<file path="config.mk">
export PLATFORM = sky130hd
export DESIGN_NAME = matriz_loader5x5_flat
export DESIGN_NICKNAME = d
export VERILOG_FILES = /design/src/rtl/matriz_loader5x5_if.sv /design/src/rtl/matriz_loader5x5.sv /design/src/flat_wrapper.sv
export SDC_FILE = /design/constraint.sdc
export NUM_CORES = 1
export LEC_CHECK = 0
export ABC_AREA = 0
export CORE_MARGIN = 5
export CORE_UTILIZATION = 44
export CTS_CLUSTER_SIZE = 12
export DETAILED_ROUTE_END_ITERATION = 8
export HOLD_SLACK_MARGIN = 0.06
export PLACE_DENSITY_LB_ADDON = 0.25
export SYNTH_ARGS = -nofsm -noshare
export SYNTH_HDL_FRONTEND = slang
export SYNTH_SLANG_ARGS = --single-unit
</file>
<file path="constraint.sdc">
create_clock -name clk -period 1.7 [get_ports clk]
set_input_delay 0.255 -clock clk [delete_from_list [all_inputs] [get_ports clk]]
set_output_delay 0.255 -clock clk [all_outputs]
set_load 0.1 [all_outputs]
</file>
<file path="src/rtl/matriz_loader5x5_if.sv">
// Bundle between the element stream, the det unit and the result consumer.
// The loader takes the slave side.
interface matriz_loader5x5_if #(
  parameter int DATA_W = 8,
  parameter int N_ELEM = 25
);
  logic                       in_valid;
  logic                       in_ready;
  logic [DATA_W-1:0]          in_data;
  logic                       flush;
  logic [N_ELEM*DATA_W-1:0]   matrix;
  logic                       det_start;
  logic                       det_done;
  logic [DATA_W-1:0]          det_in;
  logic                       res_valid;
  logic                       res_ready;
  logic [DATA_W-1:0]          res_det;
  logic                       res_err;

  modport master (
    output in_valid, in_data, flush,
    output det_done, det_in, res_ready,
    input  in_ready, matrix, det_start,
    input  res_valid, res_det, res_err
  );

  modport slave (
    input  in_valid, in_data, flush,
    input  det_done, det_in, res_ready,
    output in_ready, matrix, det_start,
    output res_valid, res_det, res_err
  );
endinterface

</file>
<file path="src/rtl/matriz_loader5x5.sv">
// Loads a 5x5 byte matrix from a stream, drives the det unit handshake
// and returns its determinant (or a watchdog abort) on a result port.
module matriz_loader5x5 #(
  parameter int DATA_W    = 8,
  parameter int N_ELEM    = 25,
  parameter int TIMEOUT   = 4096,
  parameter int START_LOW = 2
) (
  input logic clk,
  input logic rst,
  matriz_loader5x5_if.slave bus
);

  localparam int IW   = $clog2(N_ELEM);
  localparam int WW   = $clog2(TIMEOUT);
  localparam int RW   = $clog2(START_LOW) + 1;
  localparam int MW   = N_ELEM * DATA_W;

  localparam logic [IW-1:0] LAST   = IW'(N_ELEM - 1);
  localparam logic [WW-1:0] WD_MAX = WW'(TIMEOUT - 1);
  localparam logic [RW-1:0] RC_MAX = RW'(START_LOW - 1);

  typedef enum logic [1:0] {
    FILL,
    RUN,
    RESULT,
    RECOVER
  } state_t;

  state_t state_q, state_d;

  logic [IW-1:0]     idx_q;
  logic [MW-1:0]     matrix_q;
  logic              start_q;
  logic              rvalid_q;
  logic [DATA_W-1:0] rdet_q;
  logic              rerr_q;
  logic [WW-1:0]     wdog_q;
  logic [RW-1:0]     rcnt_q;

  logic xfer;
  logic last;
  logic done_ok;
  logic tmo;
  logic acc;

  always_ff @(posedge clk) begin
    if (rst) state_q <= FILL;
    else     state_q <= state_d;
  end

  always_comb begin
    state_d = state_q;
    xfer    = 1'b0;
    last    = 1'b0;
    done_ok = 1'b0;
    tmo     = 1'b0;
    acc     = 1'b0;
    unique case (state_q)
      FILL: begin
        // flush beats a simultaneous element; that element is dropped
        xfer = bus.in_valid && !bus.flush;
        last = xfer && (idx_q == LAST);
        if (last) state_d = RUN;
      end
      RUN: begin
        done_ok = bus.det_done;
        tmo     = !bus.det_done && (wdog_q == WD_MAX);
        if (done_ok || tmo) state_d = RESULT;
      end
      RESULT: begin
        acc = bus.res_ready;
        if (acc) state_d = RECOVER;
      end
      RECOVER: begin
        if (rcnt_q == RC_MAX) state_d = FILL;
      end
      default: state_d = FILL;
    endcase
  end

  always_ff @(posedge clk) begin
    if (rst) begin
      idx_q    <= '0;
      matrix_q <= '0;
      start_q  <= 1'b0;
      rvalid_q <= 1'b0;
      rdet_q   <= '0;
      rerr_q   <= 1'b0;
      wdog_q   <= '0;
      rcnt_q   <= '0;
    end else begin
      if (state_q == FILL && bus.flush) idx_q <= '0;
      for (int i = 0; i < N_ELEM; i++) begin
        if (xfer && idx_q == IW'(i))
          matrix_q[i*DATA_W +: DATA_W] <= bus.in_data;
      end
      if (xfer) idx_q <= last ? '0 : idx_q + 1'b1;
      if (last) begin
        start_q <= 1'b1;
        wdog_q  <= '0;
      end
      if (state_q == RUN) wdog_q <= wdog_q + 1'b1;
      if (done_ok) begin
        rdet_q   <= bus.det_in;
        rerr_q   <= 1'b0;
        rvalid_q <= 1'b1;
      end
      if (tmo) begin
        rdet_q   <= '0;
        rerr_q   <= 1'b1;
        rvalid_q <= 1'b1;
      end
      if (acc) begin
        rvalid_q <= 1'b0;
        start_q  <= 1'b0;
        rcnt_q   <= '0;
      end
      if (state_q == RECOVER) rcnt_q <= rcnt_q + 1'b1;
    end
  end

  assign bus.in_ready  = (state_q == FILL);
  assign bus.matrix    = matrix_q;
  assign bus.det_start = start_q;
  assign bus.res_valid = rvalid_q;
  assign bus.res_det   = rdet_q;
  assign bus.res_err   = rerr_q;

endmodule

</file>
<file path="src/flat_wrapper.sv">
// flat-port wrapper written by rule: the top's interface ports become plain ports
module matriz_loader5x5_flat 
#(
  parameter int DATA_W    = 8,
  parameter int N_ELEM    = 25,
  parameter int TIMEOUT   = 4096,
  parameter int START_LOW = 2
)
  (clk, rst, bus_in_valid, bus_in_data, bus_flush, bus_det_done, bus_det_in, bus_res_ready, bus_in_ready, bus_matrix, bus_det_start, bus_res_valid, bus_res_det, bus_res_err);
  matriz_loader5x5_if #(.DATA_W(DATA_W), .N_ELEM(N_ELEM)) bus_i ();
  input logic clk;
  input logic rst;
  input wire logic [$bits(bus_i.in_valid)-1:0] bus_in_valid;
  input wire logic [$bits(bus_i.in_data)-1:0] bus_in_data;
  input wire logic [$bits(bus_i.flush)-1:0] bus_flush;
  input wire logic [$bits(bus_i.det_done)-1:0] bus_det_done;
  input wire logic [$bits(bus_i.det_in)-1:0] bus_det_in;
  input wire logic [$bits(bus_i.res_ready)-1:0] bus_res_ready;
  output wire logic [$bits(bus_i.in_ready)-1:0] bus_in_ready;
  output wire logic [$bits(bus_i.matrix)-1:0] bus_matrix;
  output wire logic [$bits(bus_i.det_start)-1:0] bus_det_start;
  output wire logic [$bits(bus_i.res_valid)-1:0] bus_res_valid;
  output wire logic [$bits(bus_i.res_det)-1:0] bus_res_det;
  output wire logic [$bits(bus_i.res_err)-1:0] bus_res_err;
  assign bus_i.in_valid = bus_in_valid;
  assign bus_i.in_data = bus_in_data;
  assign bus_i.flush = bus_flush;
  assign bus_i.det_done = bus_det_done;
  assign bus_i.det_in = bus_det_in;
  assign bus_i.res_ready = bus_res_ready;
  assign bus_in_ready = bus_i.in_ready;
  assign bus_matrix = bus_i.matrix;
  assign bus_det_start = bus_i.det_start;
  assign bus_res_valid = bus_i.res_valid;
  assign bus_res_det = bus_i.res_det;
  assign bus_res_err = bus_i.res_err;
  matriz_loader5x5 #(.DATA_W(DATA_W), .N_ELEM(N_ELEM), .TIMEOUT(TIMEOUT), .START_LOW(START_LOW)) u_core (.clk(clk), .rst(rst), .bus(bus_i));
endmodule
</file>
### Word level (Yosys, flattened, before mapping)

Cells that the tools add are included.

| word-level totals | value |
|---|---|
| flip-flop bits (word level) | 232 |
| bits in latches | 0 |
| RAM bits | 0 |
| memory bits (read-only) | 0 |
| input bits | 22 |
| memories kept | 0 |

| cells by class | value |
|---|---|
| add/sub/neg operators | 3 |
| multipliers | 0 |
| div/mod/pow operators | 0 |
| magnitude comparators | 0 |
| equal/unequal tests | 33 |
| shift operators | 0 |
| muxes and demuxes | 21 |
| bitwise gates (word level) | 0 |
| reductions and logical operators | 41 |

Operators by type and width:

| operator | count |
|---|---|
| 5-bit == test (second input constant) | 9 |
| 5-bit by 4-bit == test with 1-bit output (second input constant) | 8 |
| 1-bit logical AND | 29 |
| 12-bit 2-to-1 mux | 2 |
| 5-bit by 3-bit == test with 1-bit output (second input constant) | 4 |
| 5-bit 2-to-1 mux | 3 |
| 12-bit by 1-bit adder with 12-bit output (second input constant) | 1 |
| 12-bit == test (second input constant) | 1 |
| 2-bit 2-to-1 mux | 6 |
| 5-bit by 2-bit == test with 1-bit output (second input constant) | 2 |
| 1-bit 2-to-1 mux | 9 |
| 2-bit one-hot mux with 4 select lines | 1 |
| 2-bit nonzero test | 4 |
| 2-bit by 1-bit != test with 1-bit output (second input constant) | 3 |
| 5-bit by 1-bit adder with 5-bit output (second input constant) | 1 |
| 5-bit by 1-bit == test with 1-bit output (second input constant) | 1 |
| 5-bit logical NOT | 1 |
| 2-bit by 1-bit == test with 1-bit output (second input constant) | 2 |
| 2-bit == test (second input constant) | 2 |
| 4-bit AND reduction | 1 |
| 2-bit OR reduction | 2 |
| 2-bit by 1-bit adder with 2-bit output (second input constant) | 1 |
| 1-bit logical NOT | 2 |
| 2-bit logical NOT | 1 |
| other kinds (2) | 2 |

### Logic depth before layout (Yosys ltp)

| depth | value |
|---|---|
| depth after elaboration | 6 |
| gate-level depth with buffers | 9 |

### Worst setup path after synthesis

Ideal clock, no wire load.

| timing | value |
|---|---|
| path kind | reg-to-reg |
| start point | register u_core.state_q[0] |
| end point | register u_core.matrix_q[184], in the netlist u_core.bus.matrix[184] |
| data arrival time | 2321 ps |
| required time | 1572 ps |
| slack | -749 ps |
| stages on the path, launching flop included | 8 |
| buffers on the path | 1 |
| path through | dfxtp_1 -> inv_1 -> ha_1 -> and4bb_2 -> buf_6 -> nand4_2 -> mux2i_1 -> nor2_1 |

| between the ends | value |
|---|---|
| word-level cells in the longest chain between the ends | 3 |

RTL lines:

| element | RTL line | text |
|---|---|---|
| start, declared | matriz_loader5x5.sv:30 | `state_t state_q, state_d;` |
| start signal, assigned | matriz_loader5x5.sv:49 | `else state_q <= state_d;` |
| 2-bit logical NOT | -- |  |
| net bus_in_ready | flat_wrapper.sv:19 | `output wire logic [$bits(bus_i.in_ready)-1:0] bus_in_ready;` |
| 1-bit 2-to-1 mux | matriz_loader5x5.sv:59 | `unique case (state_q)` |
| 1-bit logical AND | matriz_loader5x5.sv:95 | `if (xfer && idx_q == IW'(i))` |
| end signal, assigned by index | matriz_loader5x5.sv:96 | `matrix_q[i*DATA_W +: DATA_W] <= bus.in_data;` |
| end, declared | matriz_loader5x5.sv:33 | `logic [MW-1:0] matrix_q;` |

The timed path passes the listed nets, and every way through them passes these cells.
A chain may end at the register's enable or synchronous reset.

### Worst setup path after layout

| timing | value |
|---|---|
| start point | register u_core.state_q[0] |
| end point | register u_core.matrix_q[63], in the netlist u_core.bus.matrix[63] |

| between the ends | value |
|---|---|
| word-level cells in the longest chain between the ends | 3 |

RTL lines:

| element | RTL line |
|---|---|
| 2-bit logical NOT | matriz_loader5x5.sv:59 |
| 1-bit 2-to-1 mux | matriz_loader5x5.sv:59 |
| 1-bit logical AND | matriz_loader5x5.sv:95 |

No other way between the ends.

==> results.cfg <==
[status]
status = complete, no violations

[yosys]
synth_ff_type = dfxtp_1
syn-num-nets = 934
syn_avg_cell_area_sq_um = 9.98
ys_ff_latch = 232
syn_inst = 900
yosysMostFrequentCell = dfxtp_1
yosysSeqAreaShare_pct = 51.7
synth_common_cells = 232 x dfxtp_1, 197 x nor2_1, 188 x mux2i_1, 55 x clkbuf_1, 51 x nand2_1
synthArstFlopShare_pct = 0
syn-cell-area_sq_um = 8980
yosys.area.top_type = dfxtp_1
synth_edf_count = 0
synthDistinctLibCells = 43
synth_top_area_share_pct = 51.7
yosys_warnings = 0
synthTopCellsByArea = dfxtp_1 52%, mux2i_1 21%, nor2_1 8.2%

[finish]
fin_nets = 1180
multi_input_area_sq_um = 4170
seq_area_sq_um = 4650
n_antenna_cell = 0
final_cells = 1432
fillers = 1290
post-route-util_pct = 75.3
syn2layout_area_growth_pct = 69.1
drive_gt1_share_pct = 31.2

[drt]
num_vias = 7303
dr.pass1.iters = 5
postRouteAntennaNets = 0
wl_per_cell_um = 18.8
route.detailed.drc = 0
drt-vias-per-instance = 5.10
drtIter0Drc = 280
routed_wl_um = 27000

[die]
start_util_pct = 44.5
die-width_um = 153
io_pins = 234
fp.dieArea_sq_um = 23400
rows = 52
die_h_um = 153
core_area_sq_um = 20200

[global_route]
track_usage_pct = 22.7
grt_first_pass_wirelength_um = 43400
antenna_found_initial = 0
grt_start_max_net_pins = 64
grt_pass1_vias = 7636
grt-ovfl-total = 0

[placed_design]
dpl.cell_count = 1380
dp_hpwl_um = 18900
io_buffers = 233
place.gp.congestion = 0.766

[timing]
worst_pin_slew_ns = 0.531
post-route-period-util_pct = 99.2
clock_skew_ns = 0.00971
max_freq_mhz = 593
rsz0062_at_grt = true
setup_tns_ns = 0
min_period_ns = 1.69
setup_viol = 0
slew_headroom_pct = 64.6
slew_violations = 0
hold_viol = 0

[setup_path]
start_kind = flop
cp_cell_sequence = inv_2 -> ha_4 -> and4bb_4 -> buf_12 -> buf_12 -> nand3_4 -> mux2i_1 -> nor2_1
cp_num_buf_inv = 3
critPathKind = flop to flop
end_kind = flop
cp.required_ns = 2.07
crit_path_max_fanout = 8
critPathArrivalTime_ns = 2.06
slowest_stage = dfxtp_2
cp_common_cell = buf_12
cpPeakStageDelay_ns = 0.32
crit_family = simple AND/OR/NAND/NOR gates

[cts]
cts_buffer_depth = 3
hold_buffers = 0
h-tree-depth = 1
cts_root_buf = clkbuf_16
clock_sinks = 232
path_clk_slew_ns = 0.06
cts_buffers = 25
tritoncts = built
insertion_delay_ns = 0.51

[job]
maxCapViolations = 0

[pwr]
p_leak_uw = 0.00699
power_density_nw_per_um2 = 750
vdd_ir_drop_max_mv = 0.859

[min_path]
min-delay-path-class = primary input to flop
[report_power, final]
| group | switching [uW] | internal [uW] | total, uW |
|---|---|---|---|
| Sequential | 17.3 | 5450 | 5470 |
| Clock | 2100 | 3190 | 5290 |
| Combinational | 395 | 238 | 633 |
| Total | 2510 | 8880 | 11400 |
[cells in the final DEF (no fill, tap or decap), types with 3 or more instances in the layout]
| master | netlist | layout |
|---|---|---|
| a211oi_1 | 3 | 3 |
| a21oi_1 | 39 | 37 |
| and2_1 | 4 | 4 |
| and4_1 | 3 | 3 |
| buf_12 | 0 | 234 |
| buf_4 | 4 | 32 |
| clkbuf_1 | 55 | 6 |
| clkbuf_16 | 0 | 25 |
| clkbuf_8 | 0 | 8 |
| clkdlybuf4s50_1 | 0 | 20 |
| dfxtp_1 | 232 | 228 |
| ha_1 | 12 | 7 |
| ha_4 | 0 | 3 |
| inv_1 | 12 | 8 |
| inv_2 | 0 | 3 |
| mux2i_1 | 188 | 183 |
| mux2i_2 | 0 | 4 |
| nand2_1 | 51 | 51 |
| nand3_1 | 16 | 16 |
| nand3_4 | 10 | 14 |
| nand3b_1 | 3 | 3 |
| nand4_1 | 7 | 7 |
| nand4_4 | 0 | 7 |
| nor2_1 | 197 | 197 |
| nor3_1 | 6 | 6 |
| o21ai_0 | 6 | 6 |
| or2_2 | 5 | 5 |
[per-stage QoR]
stage / area, sq um / power (uW) / setup slack [ns] / hold slack (ns)
after floorplan: 9080 / 5910 / -0.105 / 0.372
after global placement: 14200 / 6180 / -0.211 / 0.457
after detailed placement: 14200 / 6190 / -0.278 / 0.470
after CTS: 15000 / 11500 / -0.0616 / 0.151
after global routing: 15200 / 11800 / -0.0804 / 0.188
final: 15200 / 11400 / 0.0131 / 0.172
[timing repair]
action,CTS,global route
pin swaps,1,16
setup buffers,5,3
cloned,1,0
resized for setup,4,26
setup endpoints to repair,90,134
[logic make-up (layout without fill, tap and decap cells)]
| family | Yosys count | after routing | synth area share, % |
|---|---|---|---|
| AND/OR/NAND/NOR | 326 | 326 | 17.8 |
| flip-flops | 232 | 232 | 51.7 |
| multiplexers | 188 | 188 | 20.9 |
| buffers and inverters | 82 | 344 | 3.97 |
| AO/OA/AOI/OAI | 58 | 58 | 3.70 |
| adder cells (fa/ha/maj) | 12 | 12 | 1.67 |
| XOR/XNOR | 2 | 2 | 0.195 |
[worst paths after layout]
kind,to,cells after the start,startpoint,slack (ns)
max,u_core.bus.matrix[63],8,u_core.state_q[0],0.01
min,u_core.rcnt_q[0],2,rst,0.17
max reg2reg,u_core.bus.matrix[63],8,u_core.state_q[0],0.01
min reg2reg,u_core.wdog_q[7],1,u_core.wdog_q[7],0.47
[metal layers]
metal	up-vias	part of all wire [%]	track usage, %	wire [um]
met2	224	50	38.9	13400
met5	-	0	0	0
met4	0	1.7	4.96	463
met3	33	8.4	8.57	2260
li1	3507	-	-	-
met1	3539	40	27.2	10800
[final cells by class]
| class | count | area share, % |
|---|---|---|
| Clock buffer | 39 | 4.99 |
| Tap cell | 270 | 2.22 |
| Multi-Input combinational cell | 586 | 27.4 |
| Timing Repair Buffer | 289 | 34.1 |
| Inverter | 12 | 0.313 |
| Clock inverter | 4 | 0.321 |
| Sequential cell | 232 | 30.6 |
[registers in the layout, indices dropped and copies added, names as in the netlist]
register	cells
u_core.bus.matrix	200
u_core.bus.res_err	1
u_core.state_q	2
u_core.idx_q	5
u_core.bus.det_start	1
u_core.bus.res_det	8
u_core.wdog_q	12
u_core.bus.res_valid	1
u_core.rcnt_q	2
(Power assumes the default switching activity.)
